## config.mk

```make
export PLATFORM = sky130hd
export DESIGN_NAME = softmax_frame_scheduler
export DESIGN_NICKNAME = d
export VERILOG_FILES = /design/src/rtl/softmax_frame_scheduler.sv
export SDC_FILE = /design/constraint.sdc
export NUM_CORES = 1
export LEC_CHECK = 0
export CAP_MARGIN = 20
export CORE_MARGIN = 4
export CORE_UTILIZATION = 41
export CTS_CLUSTER_DIAMETER = 30
export DETAILED_ROUTE_END_ITERATION = 7
export PLACE_DENSITY_LB_ADDON = 0.2
export SETUP_SLACK_MARGIN = 0.02
export SLEW_MARGIN = 25
export SYNTH_ARGS = -nofsm -noshare
export SYNTH_HDL_FRONTEND = slang
export SYNTH_SLANG_ARGS = --single-unit
export TNS_END_PERCENT = 50
```

## constraint.sdc

```tcl
create_clock -name clock_i -period 2.15 [get_ports clock_i]
set_input_delay 0.43 -clock clock_i [delete_from_list [all_inputs] [get_ports clock_i]]
set_output_delay 0.43 -clock clock_i [all_outputs]
set_load 0.02 [all_outputs]
```

## src/rtl/softmax_frame_scheduler.sv

```systemverilog
// softmax_frame_scheduler: shares one softmax pipeline between two requesters.
// A round-robin grant picks a requester. Its frame of number_of_data elements
// is streamed into the pipeline, and exactly number_of_data results are
// collected and returned tagged with the owner id. A watchdog limits the time
// spent waiting for results.
module softmax_frame_scheduler #(
  parameter int data_size      = 32,
  parameter int number_of_data = 10,
  parameter int timeout_cycles = 1024
) (
  input  logic                 clock_i,
  input  logic                 reset_i,
  input  logic                 req0_valid_i,
  input  logic [data_size-1:0] req0_data_i,
  output logic                 req0_ready_o,
  input  logic                 req1_valid_i,
  input  logic [data_size-1:0] req1_data_i,
  output logic                 req1_ready_o,
  output logic                 sm_start_o,
  output logic [data_size-1:0] sm_data_o,
  input  logic [data_size-1:0] sm_result_i,
  input  logic                 sm_result_valid_i,
  output logic [data_size-1:0] res_data_o,
  output logic                 res_valid_o,
  output logic                 res_id_o,
  output logic                 busy_o,
  output logic                 frame_done_o,
  output logic                 err_o
);

  localparam int cnt_w = $clog2(number_of_data + 1);
  localparam int wd_w  = $clog2(timeout_cycles + 1);
  localparam logic [cnt_w-1:0] last_beat = cnt_w'(number_of_data - 1);
  localparam logic [cnt_w-1:0] frame_len = cnt_w'(number_of_data);
  localparam logic [wd_w-1:0]  wd_last   = wd_w'(timeout_cycles - 1);

  typedef enum logic [1:0] {IDLE, START, FEED, DRAIN} state_t;

  state_t               state;
  state_t               state_next;
  logic                 grant;
  logic                 last_grant;
  logic [cnt_w-1:0]     feed_cnt;
  logic [cnt_w-1:0]     res_cnt;
  logic [wd_w-1:0]      wd_cnt;

  logic                 feeding;
  logic                 launch;
  logic                 pick_id;
  logic                 granted_valid;
  logic [data_size-1:0] granted_data;
  logic                 res_take;
  logic                 res_all;
  logic                 wd_expire;

  // A tie goes to the requester that was not served last.
  assign feeding       = (state == START) || (state == FEED);
  assign launch        = (state == IDLE) && (req0_valid_i || req1_valid_i);
  assign pick_id       = (req0_valid_i && req1_valid_i) ? ~last_grant : req1_valid_i;
  assign granted_valid = grant ? req1_valid_i : req0_valid_i;
  assign granted_data  = grant ? req1_data_i : req0_data_i;

  // Results count in every active state. The final result may arrive in the
  // same DRAIN cycle that checks for completion, so it is included here.
  assign res_take  = (state != IDLE) && sm_result_valid_i && (res_cnt != frame_len);
  assign res_all   = (res_cnt == frame_len) || (res_take && (res_cnt == last_beat));
  assign wd_expire = (wd_cnt == wd_last);

  assign req0_ready_o = feeding && !grant;
  assign req1_ready_o = feeding && grant;
  assign busy_o       = (state != IDLE);

  // State register
  always_ff @(posedge clock_i) begin
    if (reset_i) state <= IDLE;
    else         state <= state_next;
  end

  // Next-state decode. A final result in the watchdog's last cycle counts as completion.
  always_comb begin
    state_next = state;
    case (state)
      IDLE:    if (launch) state_next = START;
      START:   state_next = FEED;
      FEED:    if (feed_cnt == last_beat) state_next = DRAIN;
      DRAIN:   if (res_all || wd_expire) state_next = IDLE;
      default: state_next = IDLE;
    endcase
  end

  // Grant, counters and registered pipeline/result/status outputs
  always_ff @(posedge clock_i) begin
    if (reset_i) begin
      grant        <= 1'b0;
      last_grant   <= 1'b1;
      feed_cnt     <= '0;
      res_cnt      <= '0;
      wd_cnt       <= '0;
      sm_start_o   <= 1'b0;
      sm_data_o    <= '0;
      res_data_o   <= '0;
      res_valid_o  <= 1'b0;
      res_id_o     <= 1'b0;
      frame_done_o <= 1'b0;
      err_o        <= 1'b0;
    end else begin
      sm_start_o   <= launch;
      sm_data_o    <= (feeding && granted_valid) ? granted_data : '0;
      err_o        <= (feeding && !granted_valid) ||
                      ((state == DRAIN) && !res_all && wd_expire);
      frame_done_o <= (state == DRAIN) && res_all;
      res_valid_o  <= res_take;
      if (res_take) begin
        res_data_o <= sm_result_i;
        res_cnt    <= res_cnt + 1'b1;
      end
      if (launch) begin
        grant    <= pick_id;
        res_id_o <= pick_id;
        feed_cnt <= '0;
        res_cnt  <= '0;
        wd_cnt   <= '0;
      end
      if (state == START) feed_cnt <= cnt_w'(1);
      if (state == FEED)  feed_cnt <= feed_cnt + 1'b1;
      if (state == DRAIN) begin
        if (res_all || wd_expire) last_grant <= grant;
        else                      wd_cnt     <= wd_cnt + 1'b1;
      end
    end
  end

endmodule
```

==> impl_metrics.py <==
metrics = {
    "floorplanning": {
        "top_level_ports": 173,
        "start_util_pct": 42.4,
        "die_y_um": 103,
        "fp.dieW_um": 103,
        "rows": 34,
        "core_mm2": 0.00876,
        "die-area_mm2": 0.0107,
    },
    "critical_path": {
        "path_cells": "inv_1 > ha_1 > and2_1 > dlygate4sd2_1",
        "worstSetupEndpointType": "primary output",
        "arrival_ps": 1610,
        "cpPeakStageDelay_ps": 390,
        "required_ps": 1720,
        "crit_slowest_cell": "dfxtp_1",
        "criticalPathCategory": "reg2out",
        "r2r_cells": 7,
        "worst_setup_path_start_kind": "flop",
        "crit_fanout": 4,
    },
    "drt": {
        "vias_per_cell": 5.02,
        "drt_iter0_drc": 117,
        "drc": 0,
        "antenna_left": 0,
        "dr.pass1.iters": 4,
        "num_vias": 3527,
        "routedWlPerCell_um": 14.9,
        "drt-total-wl_mm": 10.5,
    },
    "flow_run": {
        "max_cap_viol_count": 0,
    },
    "synth": {
        "synth_ff_type": "dfxtp_1",
        "syn_nets": 525,
        "yosysMostFrequentCell": "dfxtp_1",
        "ys_warn_count": 0,
        "synth_area_leaders": "dfxtp_1 (49%), mux2i_1 (9.2%), nand2_1 (7.1%)",
        "syn_area_mm2": 0.00372,
        "yosys-top-cells-count": "dfxtp_1 (91), nand2_1 (70), nor2_1 (47)",
        "synthCells": 414,
        "ys_ff_latch": 91,
        "synth_seq_area_share_pct": 49.0,
        "synth_top_area_cell": "dfxtp_1",
        "synthArstFlopShare_pct": 0,
        "synth_edf_count": 0,
        "synth_top_area_share_pct": 49.0,
        "ys_types": 46,
        "syn_avg_cell_area_um2": 8.98,
    },
    "finish": {
        "syn_to_final_growth_pct": 57.0,
        "fillCellCount": 743,
        "fin_util_pct": 66.6,
        "stdcell_area_mm2": 0.00583,
        "drive_gt1_share_pct": 7.58,
        "num_antenna_cells": 0,
        "num-nets-final": 700,
    },
    "sta": {
        "max_slew.worst_pin.slew_ps": 507,
        "fin_ws_ps": 106,
        "fin_crit_ps": 2040,
        "final-hold-violation-count": 0,
        "fmax_mhz": 489,
        "skew_ps": 12.0,
        "setup_violations": 0,
        "fin_crit_sh_pct": 95.1,
        "slew-limit-headroom_pct": 66.2,
        "drv_slew": 0,
    },
    "cts": {
        "clk_latency_ps": 350,
        "clock_sinks": 91,
        "clkTransAtPathRegs_ps": 90,
        "cts.path.max_buffers": 2,
        "hold_buffers": 0,
        "h-tree-depth": 3,
        "cts_made_buffers": 9,
        "tritoncts": "done",
        "cts_root_buffer": "clkbuf_8",
    },
    "pwr": {
        "ir_worst_vdd_uv": 364,
        "leakagePower_nw": 2.10,
        "powerDensity_mw_per_mm2": 892,
        "p_total_mw": 5.20,
    },
    "global_route": {
        "grt_antenna_before_repair": 0,
        "grt.total_usage_pct": 19.6,
        "grt.overflow.total": 0,
        "grt_pass1_vias": 3467,
        "grt_max_degree": 34,
        "grt_pass1_wl_mm": 16.2,
    },
    "placement": {
        "place_area_mm2": 0.00559,
        "port_buffers": 172,
        "hpwl_mm": 8.00,
        "post-place-ws_ps": -43.4,
        "gp_congestion": 0.743,
    },
    "hold_path": {
        "worstHoldPathCells": 2,
        "hold_path.class": "in2reg",
    },
    "status": {
        "status": "finished clean",
    },
}
==> routing by layer <==
layer / global-route usage (%) / vias up / part of all wire, %
met4: 8.57 / 0 / 1.9
met2: 33.2 / 112 / 50
met1: 21.5 / 1623 / 39
met3: 8.12 / 16 / 9.1
met5: 0 / - / 0
li1: - / 1776 / -
==> report_power, final <==
group          switching [mW]  internal, mW
sequential              0.126          1.94
clock                   0.600         0.606
combinational            1.02         0.916
==> layout make-up <==
| cell class | count | area, um2 | area share, % |
|---|---|---|---|
| clock inverter | 5 | 60.1 | 1.03 |
| clock buffer | 11 | 151 | 2.59 |
| inverter | 9 | 33.8 | 0.579 |
| sequential | 91 | 1820 | 31.3 |
| multi-input combinational | 288 | 1760 | 30.1 |
| timing repair buffer | 190 | 1870 | 32.1 |
| tap | 108 | 135 | 2.32 |
==> cells by family (layout without fill, tap and decap cells) <==
kind of cell / after synthesis / after routing / share of synthesized area (%)
multiplexers: 35 / 35 / 9.46
buffers and inverters: 35 / 215 / 3.97
XOR/XNOR: 3 / 3 / 0.707
AND/OR/NAND/NOR: 164 / 164 / 20.9
flip-flops: 91 / 91 / 49.0
AO/OA/AOI/OAI: 76 / 76 / 12.6
adder cells (fa/ha/maj): 10 / 10 / 3.37
==> cell usage in the layout, fill, tap and decap left out, drive strengths merged, types with 2 or more instances in the layout <==
cell / n
clkdlybuf4s50: 168
dfxtp: 91
nand2: 70
nor2: 47
a21oi: 39
mux2i: 34
buf: 19
clkbuf: 11
o211ai: 11
ha: 10
inv: 10
nand3: 9
nand2b: 6
a31oi: 6
a211oi: 6
nand4: 6
o21ai: 6
or3: 4
or4: 4
nand3b: 3
nor3: 3
and2: 2
a311oi: 2
o21a: 2
nand4b: 2
nor2b: 2
xor2: 2
dlygate4sd2: 2
nor4: 2
and3: 2
clkinv: 2
==> sequential cells by signal, summed over array words and instances, names as in the netlist <==
signal / cells
sm_data_o: 32
frame_done_o: 1
state: 2
last_grant: 1
res_cnt: 4
err_o: 1
feed_cnt: 4
res_valid_o: 1
grant: 1
res_data_o: 32
sm_start_o: 1
wd_cnt: 11
==> worst max-delay path, delay by kind of cell, from the launching register on <==
family / cells / cell delay (ps)
adders and majority gates: 1 / 310
buffers and inverters: 2 / 400
DFF: 1 / 390
and+or+nand+nor: 1 / 160
==> timing repair <==
item | CTS | global route
pin swaps | 0 | 1
setup endpoints to repair | 3 | 9
resized for setup | 3 | 4
setup buffers | 0 | 3
gates cloned | 0 | 0
==> worst paths after layout <==
kind / slack, ps / to / startpoint
max reg2reg: 130 / wd_cnt[8]$_SDFF_PP0_ / res_cnt[0]$_SDFFE_PP0P_
min: 360 / wd_cnt[9]$_SDFF_PP0_ / reset_i
min reg2reg: 460 / res_data_o[3]$_SDFFE_PP0P_ / res_data_o[3]$_SDFFE_PP0P_
max: 110 / req1_ready_o / state[1]$_SDFFE_PP0P_
==> metrics by stage <==
step	TNS (ps)	hold slack [ps]	instances
floorplan	0	472	414
global placement	0	441	683
detailed placement	-91.8	447	683
CTS	0	354	699
global route	-17.6	373	702
finish	0	365	702
No activity file was read; power rests on OpenSTA's default activity.
